<file path="src/rtl/seq_detect_pkg.sv">
// Shared defaults and width helper for the parameterised serial pattern detector.
package seq_detect_pkg;

  localparam int PAT_MAX_DEF = 8;
  localparam int CNT_W_DEF   = 16;

  // Bits needed to hold a pattern length in the range 0..pat_max.
  function automatic int len_width(input int pat_max);
    return $clog2(pat_max + 1);
  endfunction

endpackage

</file>
<file path="src/rtl/sat_counter.sv">
// Saturating event counter. A clear concurrent with an increment yields one,
// so an event landing on the clear edge is never lost.
module sat_counter #(
  parameter int CNT_W = 16
) (
  input  logic             clk,
  input  logic             rst_n,
  input  logic             clr,
  input  logic             inc,
  output logic [CNT_W-1:0] count
);

  logic [CNT_W-1:0] count_r;

  // Count register: clear has priority, increments stop at all-ones.
  always_ff @(posedge clk or negedge rst_n) begin
    if (!rst_n) begin
      count_r <= {CNT_W{1'b0}};
    end else if (clr) begin
      count_r <= inc ? CNT_W'(1'b1) : {CNT_W{1'b0}};
    end else if (inc && (count_r != {CNT_W{1'b1}})) begin
      count_r <= count_r + CNT_W'(1'b1);
    end else begin
      count_r <= count_r;
    end
  end

  assign count = count_r;

endmodule

</file>
<file path="src/rtl/seq_detect_param.sv">
// Serial pattern detector with run-time pattern/length/overlap configuration
// held in shadow registers. A match is judged on the post-shift history so the
// pulse is registered on the edge that accepts the completing bit.
module seq_detect_param
  import seq_detect_pkg::*;
#(
  parameter  int PAT_MAX = PAT_MAX_DEF,
  parameter  int CNT_W   = CNT_W_DEF,
  localparam int LEN_W   = len_width(PAT_MAX)
) (
  input  logic               clk,
  input  logic               rst_n,
  input  logic               cfg_load,
  input  logic [PAT_MAX-1:0] cfg_pattern,
  input  logic [LEN_W-1:0]   cfg_len,
  input  logic               cfg_overlap,
  input  logic               data_valid,
  input  logic               data_in,
  input  logic               cnt_clr,
  output logic               detected,
  output logic [CNT_W-1:0]   match_count,
  output logic               cfg_err
);

  localparam logic [LEN_W-1:0] PAT_MAX_L = LEN_W'(PAT_MAX);
  localparam logic [LEN_W-1:0] LEN_MIN_L = LEN_W'(2);

  logic [PAT_MAX-1:0] pat_r;
  logic [LEN_W-1:0]   len_r;
  logic               overlap_r;
  logic               cfg_err_r;
  logic [PAT_MAX-1:0] hist_r;
  logic [LEN_W-1:0]   fill_r;
  logic               detected_r;

  logic [PAT_MAX-1:0] hist_nxt_s;
  logic [LEN_W-1:0]   fill_inc_s;
  logic [PAT_MAX-1:0] mask_s;
  logic               match_s;

  // Shadow configuration; the error flag is derived once at load time.
  always_ff @(posedge clk or negedge rst_n) begin
    if (!rst_n) begin
      pat_r     <= {PAT_MAX{1'b0}};
      len_r     <= {LEN_W{1'b0}};
      overlap_r <= 1'b1;
      cfg_err_r <= 1'b1;
    end else if (cfg_load) begin
      pat_r     <= cfg_pattern;
      len_r     <= cfg_len;
      overlap_r <= cfg_overlap;
      cfg_err_r <= (cfg_len < LEN_MIN_L) || (cfg_len > PAT_MAX_L);
    end else begin
      pat_r     <= pat_r;
      len_r     <= len_r;
      overlap_r <= overlap_r;
      cfg_err_r <= cfg_err_r;
    end
  end

  // Next-state history/fill and match decision on the post-shift values.
  always_comb begin
    hist_nxt_s = {hist_r[PAT_MAX-2:0], data_in};
    fill_inc_s = (fill_r == PAT_MAX_L) ? fill_r : (fill_r + LEN_W'(1'b1));
    mask_s     = {PAT_MAX{1'b0}};
    match_s    = 1'b0;
    for (int i = 0; i < PAT_MAX; i++) begin
      mask_s[i] = (LEN_W'(i) < len_r);
    end
    if (data_valid && !cfg_load && !cfg_err_r) begin
      match_s = (((hist_nxt_s ^ pat_r) & mask_s) == {PAT_MAX{1'b0}}) &&
                (fill_inc_s >= len_r);
    end else begin
      match_s = 1'b0;
    end
  end

  // Stream state: a load flushes progress and discards any concurrent bit;
  // non-overlap mode restarts the fill count on a match.
  always_ff @(posedge clk or negedge rst_n) begin
    if (!rst_n) begin
      hist_r     <= {PAT_MAX{1'b0}};
      fill_r     <= {LEN_W{1'b0}};
      detected_r <= 1'b0;
    end else if (cfg_load) begin
      hist_r     <= {PAT_MAX{1'b0}};
      fill_r     <= {LEN_W{1'b0}};
      detected_r <= 1'b0;
    end else if (data_valid) begin
      hist_r     <= hist_nxt_s;
      fill_r     <= (match_s && !overlap_r) ? {LEN_W{1'b0}} : fill_inc_s;
      detected_r <= match_s;
    end else begin
      hist_r     <= hist_r;
      fill_r     <= fill_r;
      detected_r <= 1'b0;
    end
  end

  sat_counter #(
    .CNT_W (CNT_W)
  ) u_cnt (
    .clk   (clk),
    .rst_n (rst_n),
    .clr   (cnt_clr),
    .inc   (match_s),
    .count (match_count)
  );

  assign detected = detected_r;
  assign cfg_err  = cfg_err_r;

endmodule

</file>
<file path="config.mk">
export PLATFORM = sky130hd
export DESIGN_NAME = seq_detect_param
export DESIGN_NICKNAME = d
export VERILOG_FILES = /design/src/rtl/seq_detect_pkg.sv /design/src/rtl/sat_counter.sv /design/src/rtl/seq_detect_param.sv
export SDC_FILE = /design/constraint.sdc
export NUM_CORES = 1
export LEC_CHECK = 0
export ABC_AREA = 1
export BUFFER_PORTS_ARGS = -buffer_cell sky130_fd_sc_hd__buf_2
export CORE_ASPECT_RATIO = 1.25
export CORE_UTILIZATION = 51
export DETAILED_ROUTE_END_ITERATION = 16
export PLACE_DENSITY_LB_ADDON = 0.1
export SLEW_MARGIN = 20
export SYNTH_ARGS = -nofsm -noshare
export SYNTH_HDL_FRONTEND = slang
export SYNTH_HIERARCHICAL = 1
export SYNTH_SLANG_ARGS = --single-unit
</file>
<file path="constraint.sdc">
create_clock -name clk -period 2.47 [get_ports clk]
set_input_delay 0.494 -clock clk [delete_from_list [all_inputs] [get_ports clk]]
set_output_delay 0.494 -clock clk [all_outputs]
set_load 0.03 [all_outputs]
</file>
== After elaboration in Yosys (flattened, before gate mapping) ==
Index checks and enable logic that the tools add are counted.
W data, S select, Z words.
Word-level totals
  word-level logic and storage cells: 49
  register bits after elaboration: 42
  input bits: 19
  output and inout bits: 18
Operators by class
  bitwise operators: 2
  $add $sub $neg: 2
  order comparisons: 11
  equal/unequal tests: 2
  muxes and demuxes: 12
  reduce and logical (&&, ||, !) cells: 12
Operator list (count)
  $mux W16: 2
  $add A16 B1 Y16 const B: 1
  $lt A3 B4 Y1 const A: 4
  $mux W4: 4
  $ne A16 B16 Y1 const B: 1
  $mux W7: 2
  $and A8 B8 Y8: 1
  $logic_not A8 Y1: 1
  $lt A1 B4 Y1 const A: 2
  $lt A2 B4 Y1 const A: 2
  $xor A8 B8 Y8: 1
  $logic_and A1 B1 Y1: 5
  $add A4 B1 Y4 const B: 1
  $eq A4 B4 Y1 const B: 1
  $ge A4 B4 Y1: 1
  $gt A4 B4 Y1 const B: 1
  $lt A4 B2 Y1 const B: 1
  $mux W1: 4
  $reduce_bool A2 Y1: 2
  $logic_not A1 Y1: 3
  $logic_or A1 B1 Y1: 1

== Depth between registers and ports, before layout ==
  depth in word-level cells: 9
  mapped depth: 17
  depth with buffers taken out: 17

== Modules after synthesis ==
The synthesis kept the hierarchy.
By module, submodules not included
  seq_detect_param: cells each 182, sequential area each 653.1 um^2, instances 1, area each 1415.1 um^2
  sat_counter: cells each 149, sequential area each 400.4 um^2, instances 1, area each 1021.0 um^2

== Worst setup path after synthesis ==
Ideal clock, no wire load.
  path type: register -> register
  from: register fill_r[0]
  to: register u_cnt.count_r[7], in the netlist u_cnt/count[7]
  data required time: 2351 ps
  path buffers: 1
  arrival time: 2187 ps
  period minus slack after synthesis: 2306 ps
  setup slack: 164 ps
  cell stages (with the launch flop): 17
  library setup time: 119 ps
  cell sequence: dfrtp_1 > inv_1 > ha_1 > nand2_1 > nor2_1 > xor2_1 > ha_1 > o21bai_1 > nand3_1 > nand3_1 > and3_2 > clkinv_1 > o21ai_2 > inv_2 > buf_6 > nand2_1 > nand2_1
On the way
  word-level cells in the longest chain between the ends: 7
  elaborated cells on any way between the ends: 8
  classes of those cells: add/sub (1); order compare (1); eq/ne (1); mux (2); reduce/logical (3)
Ends and longest elaborated chain
  start: declaration: RTL line seq_detect_param.sv:33  | logic [LEN_W-1:0] fill_r;
  start signal: assignment: RTL line seq_detect_param.sv:83  | fill_r <= {LEN_W{1'b0}};
  start signal: assignment: RTL line seq_detect_param.sv:87  | fill_r <= {LEN_W{1'b0}};
  start signal: assignment: RTL line seq_detect_param.sv:91  | fill_r <= (match_s && !overlap_r) ? {LEN_W{1'b0}} : fill_inc_s;
  $add A4 B1 Y4 / $eq A4 B4 Y1 (equally long branches): RTL line seq_detect_param.sv:64  | fill_inc_s = (fill_r == PAT_MAX_L) ? fill_r : (fill_r + LEN_W'(1'b1));
  $mux W4 *: RTL line seq_detect_param.sv:64
  $ge A4 B4 Y1 *: RTL line seq_detect_param.sv:72  | (fill_inc_s >= len_r);
  $logic_and A1 B1 Y1 *: RTL line seq_detect_param.sv:71  | match_s = (((hist_nxt_s ^ pat_r) & mask_s) == {PAT_MAX{1'b0}}) &&
  $mux W1 *: RTL line seq_detect_param.sv:70  | if (data_valid && !cfg_load && !cfg_err_r) begin
  net match_s: RTL line seq_detect_param.sv:39  | logic match_s;
  $logic_and A1 B1 Y1 *: RTL line sat_counter.sv:21  | end else if (inc && (count_r != {CNT_W{1'b1}})) begin
  $reduce_bool A2 Y1 (no line) *
  end signal: assignment: RTL line sat_counter.sv:20  | count_r <= inc ? CNT_W'(1'b1) : {CNT_W{1'b0}};
  end signal: assignment: RTL line sat_counter.sv:22  | count_r <= count_r + CNT_W'(1'b1);
  end signal: assignment: RTL line sat_counter.sv:24  | count_r <= count_r;
  end: declaration: RTL line sat_counter.sv:13  | logic [CNT_W-1:0] count_r;
Mark *: on every way through the listed nets, which the timed path passes. The rest lies on a longest branch.
A chain may end at the register's enable or synchronous reset.

== Worst setup path in the final report ==
  from: register fill_r[0]
  to: register u_cnt.count_r[13], in the netlist u_cnt/count[13]
Same word-level chain as after synthesis.

==> impl_metrics.json <==
{
  "status": "complete, no violations",
  "synth_cells": 331,
  "synth-edff-count": 0,
  "nNetsFinal": 403,
  "finalHoldViolCount": 0,
  "gp_congestion": 0.906,
  "fmax_mhz": 422,
  "drive_gt1_share_pct": 21.2,
  "cts_root_buffer": "clkbuf_8",
  "synth-simple-area-share_pct": 34.4,
  "cts_buffer_depth": 2,
  "cp-end-kind": "flip-flop",
  "setup_tns_ps": 0,
  "r2r-end": "u_cnt/count[13]$_DFFE_PN0P_",
  "yosysTopAreaCellShare_pct": 41.1,
  "die_x_um": 63.8,
  "grt_overflow": 0,
  "p_leak_nw": 1.48,
  "synth_seq_cells": 42,
  "antenna_found_initial": 0,
  "initial_utilization_pct": 54.2,
  "synth_top_flop_cell": "dfrtp_1",
  "finalCritPeriodShare_pct": 95.9,
  "critPathMaxFanout": 5,
  "powerDensity_nw_per_um2": 518,
  "clk_latency_ps": 300,
  "yosysMostFrequentCell": "nand2_1",
  "n_antenna_cell": 0,
  "cts_tree": "yes",
  "whs_ps": 94.5,
  "tritoncts.num_buffers": 5,
  "route.detailed.drc": 0,
  "skew_ps": 13.9,
  "io_buffer_count": 36,
  "cp.arrival_ps": 2570,
  "max_slew_margin_pct": 67.7,
  "netlist_area_um2": 2440,
  "rr_worst_depth": 17,
  "async_flop_share_pct": 100,
  "syn2layout_area_growth_pct": 18.1,
  "min_period_ps": 2370,
  "tightest_slew_ps": 484,
  "rows": 27,
  "synth_compound_area_share_pct": 8.47,
  "grt_pass1_wl_um": 9090,
  "drt_iter0_markers": 126,
  "synth_top_cell_by_area": "dfrtp_1",
  "setup_viol": 0,
  "placed_area_um2": 2710,
  "vias_per_cell": 5.10,
  "wl_um": 5280,
  "synthMuxAreaShare_pct": 0,
  "ctsHoldBuffers": 0,
  "r2r_start": "fill_r[0]$_DFFE_PN0P_",
  "critical_path_class": "reg -> reg",
  "synth_cell_types": 32,
  "cts.clk_slew.worst_paths_ps": 90,
  "htree_levels": 2,
  "firstDrtPassIters": 4,
  "first_global_vias": 2134,
  "fp.dieH_um": 79.3,
  "die-area_um2": 5060,
  "yosys-top-cells-count": "114 x nand2_1, 41 x inv_1, 40 x dfrtp_1",
  "postRouteAntennaNets": 0,
  "maxSlewViolCount": 0,
  "clock_sinks": 42,
  "dp_hpwl_um": 3970,
  "syn_avg_cell_area_um2": 7.36,
  "syn_nets": 357,
  "crit_required_ps": 2670,
  "cap_violations": 0,
  "finalPower_mw": 1.49,
  "start_kind": "flip-flop",
  "synth_xor_area_share_pct": 2.16,
  "synthAdderAreaFrac_pct": 3.60,
  "wl_per_cell_um": 12.1,
  "vdd_ir_drop_max_v": 0.000439,
  "num_vias": 2224,
  "synth.yosys.seq_area_share_pct": 43.2,
  "rrSetupSlack_ps": 100,
  "ios": 37,
  "hold_path_class": "in -> async",
  "design.core.area_um2": 4490,
  "yosys_warnings": 6,
  "synth_area_leaders": "dfrtp_1 41%, nand2_1 18%, inv_1 6.3%",
  "grt_usage_pct": 23.3,
  "synth_top_family_by_area": "simple AND/OR/NAND/NOR gates",
  "fin_area_um2": 2880,
  "postLayoutCoreUtil_pct": 64.0,
  "grt_max_degree": 29
}
==> registers in the layout, indices dropped and copies added (netlist names) <==
name         flops
cfg_err          1
detected         1
fill_r           4
hist_r           7
len_r            4
overlap_r        1
pat_r            8
u_cnt/count     16
==> power by group <==
part | internal [mW] | switching (mW) | total [mW]
registers | 0.716 | 0.0219 | 0.738
clock network | 0.302 | 0.236 | 0.538
logic | 0.0829 | 0.131 | 0.213
total | 1.10 | 0.389 | 1.49
==> worst max path at each step <==
stage / startpoint / endpoint / slack (ps)
floorplan: fill_r[0]$_DFFE_PN0P_ / u_cnt/count[7]$_DFFE_PN0P_ / 160
global placement: fill_r[0]$_DFFE_PN0P_ / u_cnt/count[13]$_DFFE_PN0P_ / 150
detailed placement: fill_r[0]$_DFFE_PN0P_ / u_cnt/count[13]$_DFFE_PN0P_ / 40
CTS: fill_r[0]$_DFFE_PN0P_ / u_cnt/count[13]$_DFFE_PN0P_ / 40
global route: fill_r[0]$_DFFE_PN0P_ / u_cnt/count[13]$_DFFE_PN0P_ / -110
finish: fill_r[0]$_DFFE_PN0P_ / u_cnt/count[13]$_DFFE_PN0P_ / 100
==> cell families after synthesis <==
kind of cell,after synthesis
AND/OR/NAND/NOR,190
flip-flops,42
XOR/XNOR,6
AO/OA/AOI/OAI,36
adder cells (fa/ha/maj),7
buffers and inverters,50
==> through the flow <==
| step | setup slack [ps] | std cells |
|---|---|---|
| after global placement | 150 | 426 |
| final | 100 | 436 |
| after global routing | -113 | 436 |
| after floorplan | 164 | 331 |
| after CTS | 38.9 | 434 |
| after detailed placement | 40.1 | 426 |
==> per-layer routing <==
| layer | vias up | GRT usage [%] | wire length (um) |
|---|---|---|---|
| met5 | - | 0 | 0 |
| met4 | 0 | 8.86 | 58 |
| met1 | 1042 | 25.7 | 2230 |
| met2 | 45 | 43.4 | 2820 |
| met3 | 4 | 4.31 | 165 |
| li1 | 1133 | - | - |
==> layout by cell type (no fill, tap or decap), drive strengths merged <==
cell type	n
and3	2
o22ai	7
nor2	36
buf	45
nor3	1
dfstp	2
inv	44
a21oi	5
ha	7
o21ai	18
o21bai	4
nand4	8
nand3	24
clkinvlp	1
nand3b	1
xor2	2
dfrtp	40
a21boi	1
bufinv	1
xnor2	4
a31oi	1
clkbuf	6
nand2	118
==> area by class of cell <==
cell class              instances  area [um^2]
inverters                      44          165
fillers                       405         1620
repair buffers                 45          248
multi-input cells             239         1230
flip-flops and latches         42         1050
clock buffers                   6         72.6
clock inverters                 2         37.5
well taps                      58         72.6
==> repair_timing <==
action                                  CTS  global route
gates resized for setup                   0            10
buffers inserted                          0             2
endpoints found under the setup margin    0            15
hold endpoints to repair                  0             0
==> critical path, stage by stage, from the launching register on <==
cell	delay (ps)
dfrtp_1	440
inv_2	70
ha_4	150
nand2_1	80
nor2_1	50
xor2_1	160
ha_2	180
o21bai_1	160
nand3_1	120
nand3_2	90
and3_4	210
inv_2	60
nor2_2	90
nand3b_1	100
nor2_2	140
nand3_1	80
nand2_1	60
nor2_1	40
Note: power is estimated with default switching activity, not from simulation.
